## src/rtl/keypad_event_queue_pkg.sv

```systemverilog
// -----------------------------------------------------------------------------
// keypad_pkg
// Shared definitions for the keypad event queue: special key codes, the
// debounce FSM state encoding and a helper that classifies scanner codes.
// No ports; imported by keypad_event_queue.
// -----------------------------------------------------------------------------
package keypad_pkg;

  localparam logic [3:0] NO_KEY   = 4'd13;
  localparam logic [3:0] KEY_STAR = 4'd10;
  localparam logic [3:0] KEY_HASH = 4'd11;

  typedef enum logic [1:0] {
    IDLE,
    PRESS_WAIT,
    HELD,
    REL_WAIT
  } deb_state_t;

  // Only codes 0..11 correspond to physical keys; 12 is unused and 13 is
  // the scanner's "nothing pressed" marker.
  function automatic logic is_valid_key(input logic [3:0] code);
    return (code != NO_KEY) && (code <= KEY_HASH);
  endfunction

endpackage

```

## src/rtl/keypad_event_queue_fifo.sv

```systemverilog
// -----------------------------------------------------------------------------
// sync_fifo
// Small single-clock FIFO holding debounced key events.
// Ports:
//   clk, rst_n   clock, asynchronous active-low reset
//   push, din    write strobe and data
//   pop          read strobe (ignored while empty)
//   dout         head entry (only meaningful when not empty)
//   count        number of stored entries
//   full, empty  occupancy flags
// A push while full is accepted only if a pop happens in the same cycle.
// DEPTH must be a power of two so the pointers wrap naturally.
// -----------------------------------------------------------------------------
module sync_fifo #(
  parameter int WIDTH = 4,
  parameter int DEPTH = 4
) (
  input  logic                       clk,
  input  logic                       rst_n,
  input  logic                       push,
  input  logic                       pop,
  input  logic [WIDTH-1:0]           din,
  output logic [WIDTH-1:0]           dout,
  output logic [$clog2(DEPTH+1)-1:0] count,
  output logic                       full,
  output logic                       empty
);

  localparam int AW = (DEPTH > 1) ? $clog2(DEPTH) : 1;
  localparam int CW = $clog2(DEPTH + 1);
  localparam logic [CW-1:0] FULL_COUNT = CW'(DEPTH);

  logic [WIDTH-1:0] mem [DEPTH];
  logic [AW-1:0]    wrp;
  logic [AW-1:0]    rdp;
  logic             do_push;
  logic             do_pop;

  // Occupancy flags and the effective push/pop qualifiers. A pop frees a
  // slot in the same cycle, which is what lets a push into a full FIFO land.
  always_comb begin
    full    = (count == FULL_COUNT);
    empty   = (count == '0);
    do_pop  = pop && !empty;
    do_push = push && (!full || do_pop);
    dout    = mem[rdp];
  end

  // Storage array; contents are don't-care until written, so no reset.
  always_ff @(posedge clk) begin
    if (do_push) begin
      mem[wrp] <= din;
    end
  end

  // Pointers and occupancy count. Pointer width equals log2(DEPTH), so the
  // increment wraps modulo DEPTH without extra logic.
  always_ff @(posedge clk or negedge rst_n) begin
    if (!rst_n) begin
      wrp   <= '0;
      rdp   <= '0;
      count <= '0;
    end else begin
      if (do_push) begin
        wrp <= wrp + AW'(1);
      end
      if (do_pop) begin
        rdp <= rdp + AW'(1);
      end
      case ({do_push, do_pop})
        2'b10:   count <= count + CW'(1);
        2'b01:   count <= count - CW'(1);
        default: count <= count;
      endcase
    end
  end

endmodule

```

## src/rtl/keypad_event_queue.sv

```systemverilog
// -----------------------------------------------------------------------------
// keypad_event_queue
// Synchronizes and debounces the keypad scanner output, emits one event per
// physical press and queues events for the MCU.
// Ports:
//   clk, rst_n   clock, asynchronous active-low reset
//   press        scanner "some column high" flag (asynchronous)
//   key_in       scanner key code (0..11 keys, 13 = no key)
//   ack          MCU pop strobe
//   clr_ovf      clears the sticky overflow flag
//   key_out      head key code, 13 when the queue is empty
//   valid, intr  queue not empty (intr mirrors valid)
//   count        queued entries
//   overflow     sticky flag: an event was dropped on a full queue
// -----------------------------------------------------------------------------
module keypad_event_queue
  import keypad_pkg::*;
#(
  parameter logic [15:0] DEBOUNCE_CYCLES = 16'd50000,
  parameter int          DEPTH           = 4
) (
  input  logic                       clk,
  input  logic                       rst_n,
  input  logic                       press,
  input  logic [3:0]                 key_in,
  input  logic                       ack,
  input  logic                       clr_ovf,
  output logic [3:0]                 key_out,
  output logic                       valid,
  output logic                       intr,
  output logic [$clog2(DEPTH+1)-1:0] count,
  output logic                       overflow
);

  localparam logic [15:0] LAST_CNT = DEBOUNCE_CYCLES - 16'd1;

  logic       press_meta;
  logic       s_press;
  logic [3:0] key_meta;
  logic [3:0] s_key;
  logic       pressed;

  deb_state_t state;
  logic [15:0] cnt;
  logic [3:0]  cand;
  logic        push_r;

  logic [3:0]  fifo_dout;
  logic        fifo_full;
  logic        fifo_empty;

  // Two-flop synchronizer for the scanner outputs. Reset values make the
  // synchronized view look like "nothing pressed".
  always_ff @(posedge clk or negedge rst_n) begin
    if (!rst_n) begin
      press_meta <= 1'b0;
      s_press    <= 1'b0;
      key_meta   <= NO_KEY;
      s_key      <= NO_KEY;
    end else begin
      press_meta <= press;
      s_press    <= press_meta;
      key_meta   <= key_in;
      s_key      <= key_meta;
    end
  end

  assign pressed = s_press && is_valid_key(s_key);

  // Debounce FSM. A press must be seen with the same key code for
  // DEBOUNCE_CYCLES consecutive samples before it is pushed; the push strobe
  // is registered, so the FIFO write lands one edge after acceptance. After
  // a push the key must be released for DEBOUNCE_CYCLES consecutive samples
  // before another press can start, so contact bounce on release is absorbed.
  always_ff @(posedge clk or negedge rst_n) begin
    if (!rst_n) begin
      state  <= IDLE;
      cnt    <= 16'd0;
      cand   <= NO_KEY;
      push_r <= 1'b0;
    end else begin
      push_r <= 1'b0;
      case (state)
        IDLE: begin
          if (pressed) begin
            cand  <= s_key;
            cnt   <= 16'd1;
            state <= PRESS_WAIT;
          end
        end
        PRESS_WAIT: begin
          if (!pressed || (s_key != cand)) begin
            cnt   <= 16'd0;
            state <= IDLE;
          end else if (cnt == LAST_CNT) begin
            push_r <= 1'b1;
            cnt    <= 16'd0;
            state  <= HELD;
          end else begin
            cnt <= cnt + 16'd1;
          end
        end
        HELD: begin
          if (!pressed) begin
            cnt   <= 16'd1;
            state <= REL_WAIT;
          end
        end
        REL_WAIT: begin
          if (pressed) begin
            cnt   <= 16'd0;
            state <= HELD;
          end else if (cnt == LAST_CNT) begin
            cnt   <= 16'd0;
            state <= IDLE;
          end else begin
            cnt <= cnt + 16'd1;
          end
        end
        default: begin
          cnt   <= 16'd0;
          state <= IDLE;
        end
      endcase
    end
  end

  sync_fifo #(
    .WIDTH (4),
    .DEPTH (DEPTH)
  ) u_fifo (
    .clk   (clk),
    .rst_n (rst_n),
    .push  (push_r),
    .pop   (ack),
    .din   (cand),
    .dout  (fifo_dout),
    .count (count),
    .full  (fifo_full),
    .empty (fifo_empty)
  );

  // Sticky overflow. An event is only lost when the queue is full and the
  // MCU is not popping in that same cycle; a drop outranks a clear.
  always_ff @(posedge clk or negedge rst_n) begin
    if (!rst_n) begin
      overflow <= 1'b0;
    end else if (push_r && fifo_full && !ack) begin
      overflow <= 1'b1;
    end else if (clr_ovf) begin
      overflow <= 1'b0;
    end
  end

  // MCU-facing view of the queue head.
  always_comb begin
    valid   = !fifo_empty;
    intr    = !fifo_empty;
    key_out = fifo_empty ? NO_KEY : fifo_dout;
  end

endmodule

```

## config.mk

```make
export PLATFORM = sky130hd
export DESIGN_NAME = keypad_event_queue
export DESIGN_NICKNAME = d
export VERILOG_FILES = /design/src/rtl/keypad_event_queue_pkg.sv /design/src/rtl/keypad_event_queue_fifo.sv /design/src/rtl/keypad_event_queue.sv
export SDC_FILE = /design/constraint.sdc
export NUM_CORES = 1
export LEC_CHECK = 0
export ABC_CLOCK_PERIOD_IN_PS = 5260
export CELL_PAD_IN_SITES_DETAIL_PLACEMENT = 2
export CELL_PAD_IN_SITES_GLOBAL_PLACEMENT = 2
export CORE_MARGIN = 5
export CORE_UTILIZATION = 29
export DETAILED_ROUTE_END_ITERATION = 6
export HOLD_SLACK_MARGIN = 0.08
export PLACE_DENSITY = 0.72
export SYNTH_ARGS = -nofsm -noshare
export SYNTH_HDL_FRONTEND = slang
export SYNTH_SLANG_ARGS = --single-unit
export TNS_END_PERCENT = 5
```

## constraint.sdc

```tcl
create_clock -name clk -period 5.26 [get_ports clk]
set_input_delay 0.526 -clock clk [delete_from_list [all_inputs] [get_ports clk]]
set_output_delay 0.526 -clock clk [all_outputs]
set_load 0.005 [all_outputs]
```

==> results of run 1 <==
==> final cells by class <==
| class | instances | area share |
|---|---|---|
| well taps | 111 | 0.0451 |
| inverters | 9 | 0.0110 |
| multi-input cells | 130 | 0.333 |
| repair buffers | 18 | 0.0568 |
| clock inverters | 5 | 0.0191 |
| clock buffers | 11 | 0.0426 |
| flip-flops and latches | 57 | 0.492 |
==> path summary, 6_finish.rpt <==
kind / endpoint / slack, ns / cells past startpoint
worst min-delay path: u_fifo.rdp[1]$_DFFE_PN0P_ / 0.34 / 1
worst max-delay path: key_out[3] / 2.61 / 3
min in group clk: s_press$_DFF_PN0_ / 0.34 / 0
worst min register to register: s_press$_DFF_PN0_ / 0.34 / 0
worst max register to register: cnt[14]$_DFFE_PN0P_ / 2.88 / 6
max in group asynchronous: cnt[1]$_DFFE_PN0P_ / 4.33 / 1
==> layout by cell type, fill, tap and decap left out, types with 8 or more instances in the layout <==
master / netlist / final
dfrtp_1: 32 / 32
clkdlybuf4s50_1: 0 / 17
edfxtp_1: 16 / 16
nand2_1: 12 / 12
inv_1: 9 / 9
a31oi_1: 9 / 9
dfstp_2: 9 / 9
clkbuf_8: 0 / 9
xnor2_1: 8 / 8
xor2_1: 8 / 8
a21oi_1: 8 / 8
==> critical path, delay by kind of cell (launching register included) <==
kind	cells	cell delay [ns]
buffers and inverters	1	0.44
DFF	1	0.53
muxes	1	0.54
and+or+nand+nor	1	0.28
==> per-layer routing <==
metal  GRT usage  share of wire  up-vias
met1       0.129           0.45      846
met2       0.168           0.49       32
met5           0              0        -
met4      0.0611          0.029        0
li1            -              -      780
met3      0.0208          0.029       11
==> power by group through the flow <==
stage                     sequential, uW  clock (uW)  combinational [uW]
after global routing                 628         438                 319
after floorplan                      585           0                 212
after detailed placement             627           0                 297
after CTS                            620         413                 298
after global placement               617           0                 288
final                                614         395                 290
==> sequential cells by signal, summed over array words and instances, names as in the netlist, 2 cells and up <==
name	count
cnt	16
u_fifo.rdp	2
key_meta	4
s_key	4
u_fifo.mem	16
u_fifo.count	3
state	2
u_fifo.wrp	2
cand	4
==> stage by stage <==
stage	hold WS, ns	power (uW)	cell area [sq um]	util	worst slack, ns
global route	0.349	1380	3080	0.338	2.48
detailed placement	0.340	924	2890	0.317	2.54
global placement	0.337	905	2890	0.317	2.61
finish	0.339	1300	3080	0.338	2.61
CTS	0.343	1330	3080	0.338	2.55
floorplan	0.230	797	2660	-	3.11
==> logic make-up (layout without fill, tap and decap cells) <==
logic type	Yosys count	count (layout)	share of synthesized area
AO/OA/AOI/OAI	37	37	0.0997
buffers and inverters	20	43	0.0437
multiplexers	9	9	0.0546
flip-flops	57	57	0.571
AND/OR/NAND/NOR	61	61	0.143
XOR/XNOR	16	16	0.0527
adder cells (fa/ha/maj)	7	7	0.0357
==> metrics.txt, run 1 <==
core area about 0.0091 sq mm; Unique masters post-synth between 40 and 50; Int Pwr 928 uW; Reg power frac 0.473; Post-Synthesis Cell Area ~0.0027 sq mm; clock root buffer clkbuf_8; syn_nets between 200 and 250; nets@finish between 200 and 250; Placed Instances about 330; Post-Syn Instances between 200 and 250; setup violators final 0; Crit. End Element output port; GP Congestion slightly above 0.7; period utilization 0.504; number of port buffers 18; area leader, netlist dfrtp_1; Worst Skew 0.00822 ns; Area contributors post-synth dfrtp_1, edfxtp_1, dfstp_2, mux4_2, ha_1; synthesized area per cell about 13 sq um; post-cts sizing count 0; DRT iter0 DRCs 56; Synth Register Bits between 50 and 60; reg-to-reg startpoint cnt[0]$_DFFE_PN0P_; vias in the first global route 1849; fraction of layout cells with a size suffix above 1 0.209; total CTS buffers 9; Total GRT Usage 0.104; via count about 1.7k; switching portion of total power 0.286; crit path launch type flop; Clock Tree Buf Depth 2; TritonCTS clock tree yes; Vert. Die Dim between 100 and 150 um; Main synth FF type dfrtp_1; Post-CTS Hold Fix Bufs 0; register area 0.00152 sq mm; CP max stage cell mux4_2; Die X around 110 um; PD cells approximately 420 mW/mm^2; fin cells about 340; WP data required roughly 4.7 ns; max-cap violations 0; Final Hold Vio Count 0; Slew headroom 0.312; Leak about 0.0012 uW; crit-path max cell delay about 0.54 ns; post-synth top area share 0.301; Fin Setup TNS 0 ns; clk_lat worst skew around 0.34 ns; Filler Cell Count 970; Worst-Margin Slew between 1 and 1.5 ns; Starting Density 0.292; die area ~0.011 sq mm; Comb pwr share 0.223; Clk pin slew, worst setup/hold paths approximately 0.070 ns; most common cell in the netlist dfrtp_1; Post-synth EDFFs 16; P&R area growth vs syn 15.9%; Synth Warn # 0; multi-input logic area approximately 0.0010 sq mm; Post-CTS Setup Bufs 0; largest fanout on the critical path 6; total grt overflow 0; status complete, no violations; vias per cell 4.89; CP Cell Sequence mux4_2 -> or2_2 -> clkdlybuf4s50_1; register area share after synthesis 0.571; Switch Pwr about 370 uW; Crit Path Category flop to output port; maximum VDD drop between 100 and 150 uV; synth cell count leaders dfrtp_1, edfxtp_1, nand2_1; crit path time final 2.65 ns; initial antenna violation count 0; first-pass iteration count of the detailed router 4; CTS Sinks between 50 and 60; ys async rst share 0.719; Achievable Freq approximately 380 MHz; Final Max Tran Viols 0; # diodes 0; hold crit path type primary input to async pin; post-route ant nets 0; Clock power frac 0.304; Arr. time, crit path roughly 2.1 ns; Wirelength per Cell around 15 um; largest net degree at the start of global routing between 40 and 50; Worst Setup SP u_fifo.rdp[0]$_DFFE_PN0P_; RSZ-0062 raised after global routing no; hpwl dp ~3600 um; H-tree depth 3; first-pass GRT wire length ~9000 um; Residual DRC 0; # IOs 19; num rows 35; wirelength, routed about 5200 um
Power figures use the tool's default switching activity.
==> run 2: changes to the inputs <==
--- a/config.mk
+++ b/config.mk
@@ -5,14 +5,14 @@
 export SDC_FILE = /design/constraint.sdc
 export NUM_CORES = 1
 export LEC_CHECK = 0
-export ABC_CLOCK_PERIOD_IN_PS = 5260
+export ABC_CLOCK_PERIOD_IN_PS = 2260
 export CELL_PAD_IN_SITES_DETAIL_PLACEMENT = 2
 export CELL_PAD_IN_SITES_GLOBAL_PLACEMENT = 2
 export CORE_MARGIN = 5
 export CORE_UTILIZATION = 29
 export DETAILED_ROUTE_END_ITERATION = 6
 export HOLD_SLACK_MARGIN = 0.08
-export PLACE_DENSITY = 0.72
+export PLACE_DENSITY = 0.74
 export SYNTH_ARGS = -nofsm -noshare
 export SYNTH_HDL_FRONTEND = slang
 export SYNTH_SLANG_ARGS = --single-unit
==> constraint.sdc (replaced) <==
create_clock -name clk -period 2.26 [get_ports clk]
set_input_delay 0.226 -clock clk [delete_from_list [all_inputs] [get_ports clk]]
set_output_delay 0.226 -clock clk [all_outputs]
set_load 0.005 [all_outputs]
==> run 2 against run 1 <==
Net effect:
- hold slack worse by 0.035 ns
- routed wire length is 7.1% higher
- register-to-register slack worse by 2.7 ns
- largest cell class unchanged
- largest power group unchanged
==> metrics.txt, run 2 (same netlist as run 1, synthesis figures left out) <==
status complete, no violations; H-tree depth 3 (unchanged); placement-stage cell area 0.00295 sq mm (+2.1%); most common cell after layout, fill and taps aside dfrtp_1; vias per cell 4.87 (-0.59%); Residual DRC 0 (unchanged); Achievable Freq between 400 and 500 MHz; WP data required 2.03 ns (-2.70 ns); Switch Pwr 905 uW (+140%); Clock power frac 0.298 (-0.006); Worst-Margin Slew 0.600 ns (-0.429 ns); setup violators final 0 (unchanged); fin area 0.00317 sq mm (+2.8%); Clk pin slew, worst setup/hold paths 0.07 ns (about the same); CP Buf/Inv Count 1 (unchanged); hpwl dp 3720 um (+3.8%); Arr. time, crit path 1.94 ns (-0.19 ns); Reg2Reg Setup Slack 0.21 ns (-2.67 ns); total power 3070 uW (+140%); switching portion of total power 0.295 (+0.00936); via count 1703 (+2.0%); Reg power frac 0.473 (about the same); number of port buffers 18 (unchanged); Placed Instances 333 (+2.5%); R2R cell count 9 (+3); fin cells 350 (+2.6%); worst hold endpoint key_meta[3]$_DFF_PN1_; DRT iter0 DRCs 37 (-34%); Fin Hold WS 0.304 ns (-0.0352 ns); total grt overflow 0 (unchanged); post-route ant nets 0 (unchanged); registers with the most flip-flops cnt: 16 flops, u_fifo.mem: 16 flops; Worst Skew 0.00986 ns (+0.00164 ns); Starting Density 0.292 (unchanged); multi-input logic area 0.00104 sq mm (+1.5%); Leak 0.00129 uW (+4.9%); reg-to-reg startpoint u_fifo.count[0]$_DFFE_PN0P_; reg-to-reg endpoint u_fifo.count[2]$_DFFE_PN0P_; Clock Tree Buf Depth 2 (unchanged); max-cap violations 0 (unchanged); CTS Sinks 57 (unchanged); Final Max Tran Viols 0 (unchanged); # IOs 19 (unchanged); core area 0.00911 sq mm (unchanged); largest fanout on the critical path 6 (unchanged); wirelength, routed 5620 um (+7.1%); Vert. Die Dim 106 um (unchanged); Worst Hold Depth 1; crit path launch type flop; period utilization 0.959; Filler Cell Count 960 (-1.0%); HP Start key_in[3]; largest net degree at the start of global routing 27 (-36%); CP delay by family, top multiplexers; clock root buffer clkbuf_8; Total GRT Usage 0.112 (+0.00764); first-pass GRT wire length 9740 um (+6.3%); TritonCTS clock tree yes; Crit Path Category flop to output port; GP Congestion 0.746 (+3.3%); total CTS buffers 9 (unchanged); Comb pwr share 0.229 (+0.006); first-pass iteration count of the detailed router 4 (unchanged); crit path time final ~2.2 ns; crit-path max cell delay 0.53 ns (about the same); Crit. End Element output port; die area 0.0112 sq mm (unchanged); register area 0.00152 sq mm (+0.16%); CP Cell Sequence mux4_2 -> and2_1 -> clkdlybuf4s50_1; Final Hold Vio Count 0 (unchanged); RSZ-0062 raised after global routing no; CP max stage cell mux4_2; vias in the first global route 1941 (+5.0%); nets@finish 250 (+3.7%); maximum VDD drop 265 uV (+110%); PD cells 969 mW/mm^2 (+130%); # diodes 0 (unchanged); clk_lat worst skew 0.34 ns (about the same); Wirelength per Cell 16.0 um (+4.4%); Int Pwr 2160 uW (+130%); initial antenna violation count 0 (unchanged); Post-CTS Setup Bufs 0 (unchanged); hold crit path type primary input to flop; P&R area growth vs syn 19.1%; most frequent cells in the layout dfrtp_1, edfxtp_1, clkdlybuf4s50_1; fraction of layout cells with a size suffix above 1 0.251 (+0.0424); Die X 106 um (unchanged); num rows 35 (unchanged); Slew headroom 0.600 (+0.288)
[run 2: worst max path at each step]
stage,endpoint,start,slack (ns),cells past startpoint
2_1_floorplan,u_fifo.count[2]$_DFFE_PN0P_,u_fifo.count[0]$_DFFE_PN0P_,0.15,10
3_3_place_gp,u_fifo.count[2]$_DFFE_PN0P_,ack,0.06,10
3_5_place_dp,u_fifo.count[2]$_DFFE_PN0P_,ack,-0.06,10
4_1_cts,key_out[1],u_fifo.rdp[0]$_DFFE_PN0P_,0.05,3
5_1_grt,key_out[1],u_fifo.rdp[0]$_DFFE_PN0P_,0.009,3
6_report,key_out[1],u_fifo.rdp[0]$_DFFE_PN0P_,0.09,3
[run 2: worst register-to-register path, cell delays in order (launching register included)]
cell and delay (ns):
dfrtp_2 0.46, nor3_1 0.28, inv_1 0.13, and2_1 0.22, ha_1 0.23, inv_1 0.07
fa_1 0.19, xor2_1 0.15, nor2_1 0.07, xor2_1 0.14
[run 2: power groups by stage]
stage / sequential [uW] / combinational (uW) / clock, uW
after floorplan: 1360 / 493 / 0
after global placement: 1430 / 713 / 0
after detailed placement: 1450 / 731 / 0
after CTS: 1450 / 716 / 958
after global routing: 1490 / 779 / 1010
final: 1450 / 702 / 916
[run 2: metal layers]
layer	wire, um	up-vias	global-route usage	share of wire
li1	-	796	-	-
met1	2390	873	0.127	0.43
met2	2970	25	0.194	0.53
met3	135	9	0.0318	0.024
met4	119	0	0.0500	0.021
met5	0	-	0	0
[run 2: layout make-up]
| class | instances | share of cell area |
|---|---|---|
| Sequential cell | 57 | 0.480 |
| Multi-Input combinational cell | 130 | 0.329 |
| Timing Repair Buffer | 27 | 0.0762 |
| Clock buffer | 12 | 0.0525 |
| Tap cell | 111 | 0.0438 |
| Inverter | 9 | 0.0107 |
| Clock inverter | 4 | 0.00829 |
[run 2: repair_timing]
| action | 4_1_cts | 5_1_grt |
|---|---|---|
| hold buffers | 1 | 0 |
| gates resized for setup | 4 | 3 |
| endpoints found under the setup margin | 4 | 1 |
| hold endpoints to repair | 19 | 0 |
[run 2: metrics by stage]
step | setup slack [ns] | TNS (ns) | utilization
2_1_floorplan | 0.153 | 0 | -
3_3_place_gp | 0.0647 | 0 | 0.324
3_5_place_dp | -0.0626 | -0.0626 | 0.324
4_1_cts | 0.0501 | 0 | 0.346
5_1_grt | 0.00935 | 0 | 0.348
6_report | 0.0920 | 0 | 0.348
==> run 3: changes to the inputs <==
--- a/config.mk
+++ b/config.mk
@@ -5,14 +5,15 @@
 export SDC_FILE = /design/constraint.sdc
 export NUM_CORES = 1
 export LEC_CHECK = 0
-export ABC_CLOCK_PERIOD_IN_PS = 2260
+export ABC_CLOCK_PERIOD_IN_PS = 1900
 export CELL_PAD_IN_SITES_DETAIL_PLACEMENT = 2
 export CELL_PAD_IN_SITES_GLOBAL_PLACEMENT = 2
 export CORE_MARGIN = 5
 export CORE_UTILIZATION = 29
 export DETAILED_ROUTE_END_ITERATION = 6
 export HOLD_SLACK_MARGIN = 0.08
-export PLACE_DENSITY = 0.74
+export PLACE_DENSITY = 0.71
+export REMOVE_ABC_BUFFERS = 1
 export SYNTH_ARGS = -nofsm -noshare
 export SYNTH_HDL_FRONTEND = slang
 export SYNTH_SLANG_ARGS = --single-unit
==> constraint.sdc (replaced) <==
create_clock -name clk -period 1.9 [get_ports clk]
set_input_delay 0.19 -clock clk [delete_from_list [all_inputs] [get_ports clk]]
set_output_delay 0.19 -clock clk [all_outputs]
set_load 0.005 [all_outputs]
==> run 3 against run 2 <==
Net effect:
- the run now ends with negative setup slack left
- non-clock buffer count rose by 41
- clock skew rose by 0.0032 ns
- routed wire length rose by 23%
- critical path depth is 1 higher
- via count grew 13%
- critical path type unchanged
- largest power group unchanged
==> metrics.txt, run 3 (same netlist as run 1, synthesis figures left out) <==
status finished, violations left; violated checks negative setup slack; fraction of layout cells with a size suffix above 1 0.420 (+0.169); CTS Sinks 57 (unchanged); Wirelength per Cell 17.7 um (+10%); total grt overflow 0 (unchanged); # diodes 0 (unchanged); Residual DRC 0 (unchanged); Filler Cell Count 946 (-1.5%); initial antenna violation count 0 (unchanged); crit path launch type flop; CP max stage cell mux4_2; total CTS buffers 9 (unchanged); Die X 106 um (unchanged); most common cell after layout, fill and taps aside buf_4; placement-stage cell area 0.00318 sq mm (+7.6%); Crit Path Category flop to output port; P&R area growth vs syn 34.9%; setup violators final 5 (+5); Arr. time, crit path 1.75 ns (-0.19 ns); GP Congestion 0.762 (+2.1%); CP Buf/Inv Count 2 (+1); PD cells 1150 mW/mm^2 (+19%); Slew headroom 0.635 (+0.0348); vias per cell 4.89 (+0.45%); crit path time final about 2 ns; Crit. End Element output port; via count 1916 (+13%); clk_lat worst skew 0.35 ns (about the same); number of port buffers 18 (unchanged); hpwl dp 4440 um (+19%); Leak 0.00152 uW (+18%); Worst Skew 0.0131 ns (+0.00322 ns); fin area 0.00359 sq mm (+13%); # IOs 19 (unchanged); DRT iter0 DRCs 60 (+62%); PnR worst setup slack -0.0445 ns (-0.137 ns); first-pass GRT wire length 11400 um (+17%); Achievable Freq about 500 MHz; WP data required 1.71 ns (-0.32 ns); CP Cell Sequence buf_4 -> mux4_2 -> or2_2 -> buf_2; post-route ant nets 0 (unchanged); wirelength, routed 6930 um (+23%); registers with the most flip-flops cnt: 16 flops, u_fifo.mem: 16 flops; period utilization 1.02; num rows 35 (unchanged); RSZ-0062 raised after global routing yes; Final Max Tran Viols 0 (unchanged); clock root buffer clkbuf_8; largest fanout on the critical path 4 (-2); hold crit path type primary input to flop; multi-input logic area 0.00114 sq mm (+10%); Fin Hold WS 0.257 ns (-0.0465 ns); register area 0.00152 sq mm (about the same); Final Hold Vio Count 0 (unchanged); most frequent cells in the layout buf_4, dfrtp_1, edfxtp_1; Clock Tree Buf Depth 2 (unchanged); largest net degree at the start of global routing 42 (+56%); core area 0.00911 sq mm (unchanged); vias in the first global route 2256 (+16%); TritonCTS clock tree yes; first-pass iteration count of the detailed router 4 (unchanged); Total GRT Usage 0.132 (+0.0201); max-cap violations 0 (unchanged); CP delay by family, top multiplexers; Worst-Margin Slew 0.548 ns (-0.0522 ns); crit-path max cell delay 0.47 ns (-0.06 ns); Clk pin slew, worst setup/hold paths 0.08 ns (about the same); maximum VDD drop 316 uV (+19%); total power 4130 uW (+35%); die area 0.0112 sq mm (unchanged); Placed Instances 363 (+9.0%); Vert. Die Dim 106 um (unchanged); Starting Density 0.292 (unchanged); fin cells 392 (+12%); dpl ws -0.514 ns (-0.451 ns); nets@finish 292 (+17%); H-tree depth 3 (unchanged)
run 3: path summary, 6_finish.rpt:
check / from / to / slack [ns] / cells after the start
worst max-delay path: u_fifo.rdp[0]$_DFFE_PN0P_ / key_out[3] / -0.04 / 4
worst min-delay path: key_in[3] / key_meta[3]$_DFF_PN1_ / 0.26 / 1
worst max register to register: u_fifo.count[0]$_DFFE_PN0P_ / u_fifo.count[2]$_DFFE_PN0P_ / -0.04 / 9
min in group asynchronous: rst_n / u_fifo.rdp[1]$_DFFE_PN0P_ / 0.44 / 3
max in group asynchronous: rst_n / key_meta[3]$_DFF_PN1_ / 1.06 / 3
worst min register to register: key_meta[1]$_DFF_PN0_ / s_key[1]$_DFF_PN0_ / 0.35 / 0
run 3: routing by layer:
metal	vias up	GRT usage	routed length [um]
li1	887	-	-
met3	15	0.0233	189
met5	-	0	0
met2	38	0.235	3700
met4	0	0.0703	179
met1	976	0.150	2860
run 3: layout make-up:
cell class,instances,area share
Clock buffer,9,0.0345
Clock inverter,7,0.0164
Timing Repair Buffer,68,0.158
Inverter,9,0.00942
Sequential cell,57,0.423
Tap cell,111,0.0387
Multi-Input combinational cell,131,0.319
run 3: per-stage QoR:
step / utilization / TNS, ns
final: 0.394 / -0.121
after global routing: 0.394 / -0.638
after CTS: 0.388 / -0.277
after detailed placement: 0.349 / -5.85
after global placement: 0.349 / -4.07
after floorplan: - / -0.324
run 3: power by group:
group	switching (uW)	total, uW	internal, uW
sequential	132	1610	1480
clock	571	1070	495
combinational	603	1450	849
total	1310	4130	2820
run 3: worst register-to-register path, delay by kind of cell (launching register included):
kind,cells,cell delay (ns)
adders and majority gates,2,0.49
and+or+nand+nor,3,0.51
buffers and inverters,2,0.16
DFF,1,0.42
xor gates and xnor gates,2,0.29
run 3: timing repair:
item,4_1_cts,5_1_grt
pin swaps,6,5
setup buffers,8,3
resized for setup,37,7
endpoints found under the hold margin,32,0
cloned,1,0
endpoints found under the setup margin,25,18
hold buffers,1,0
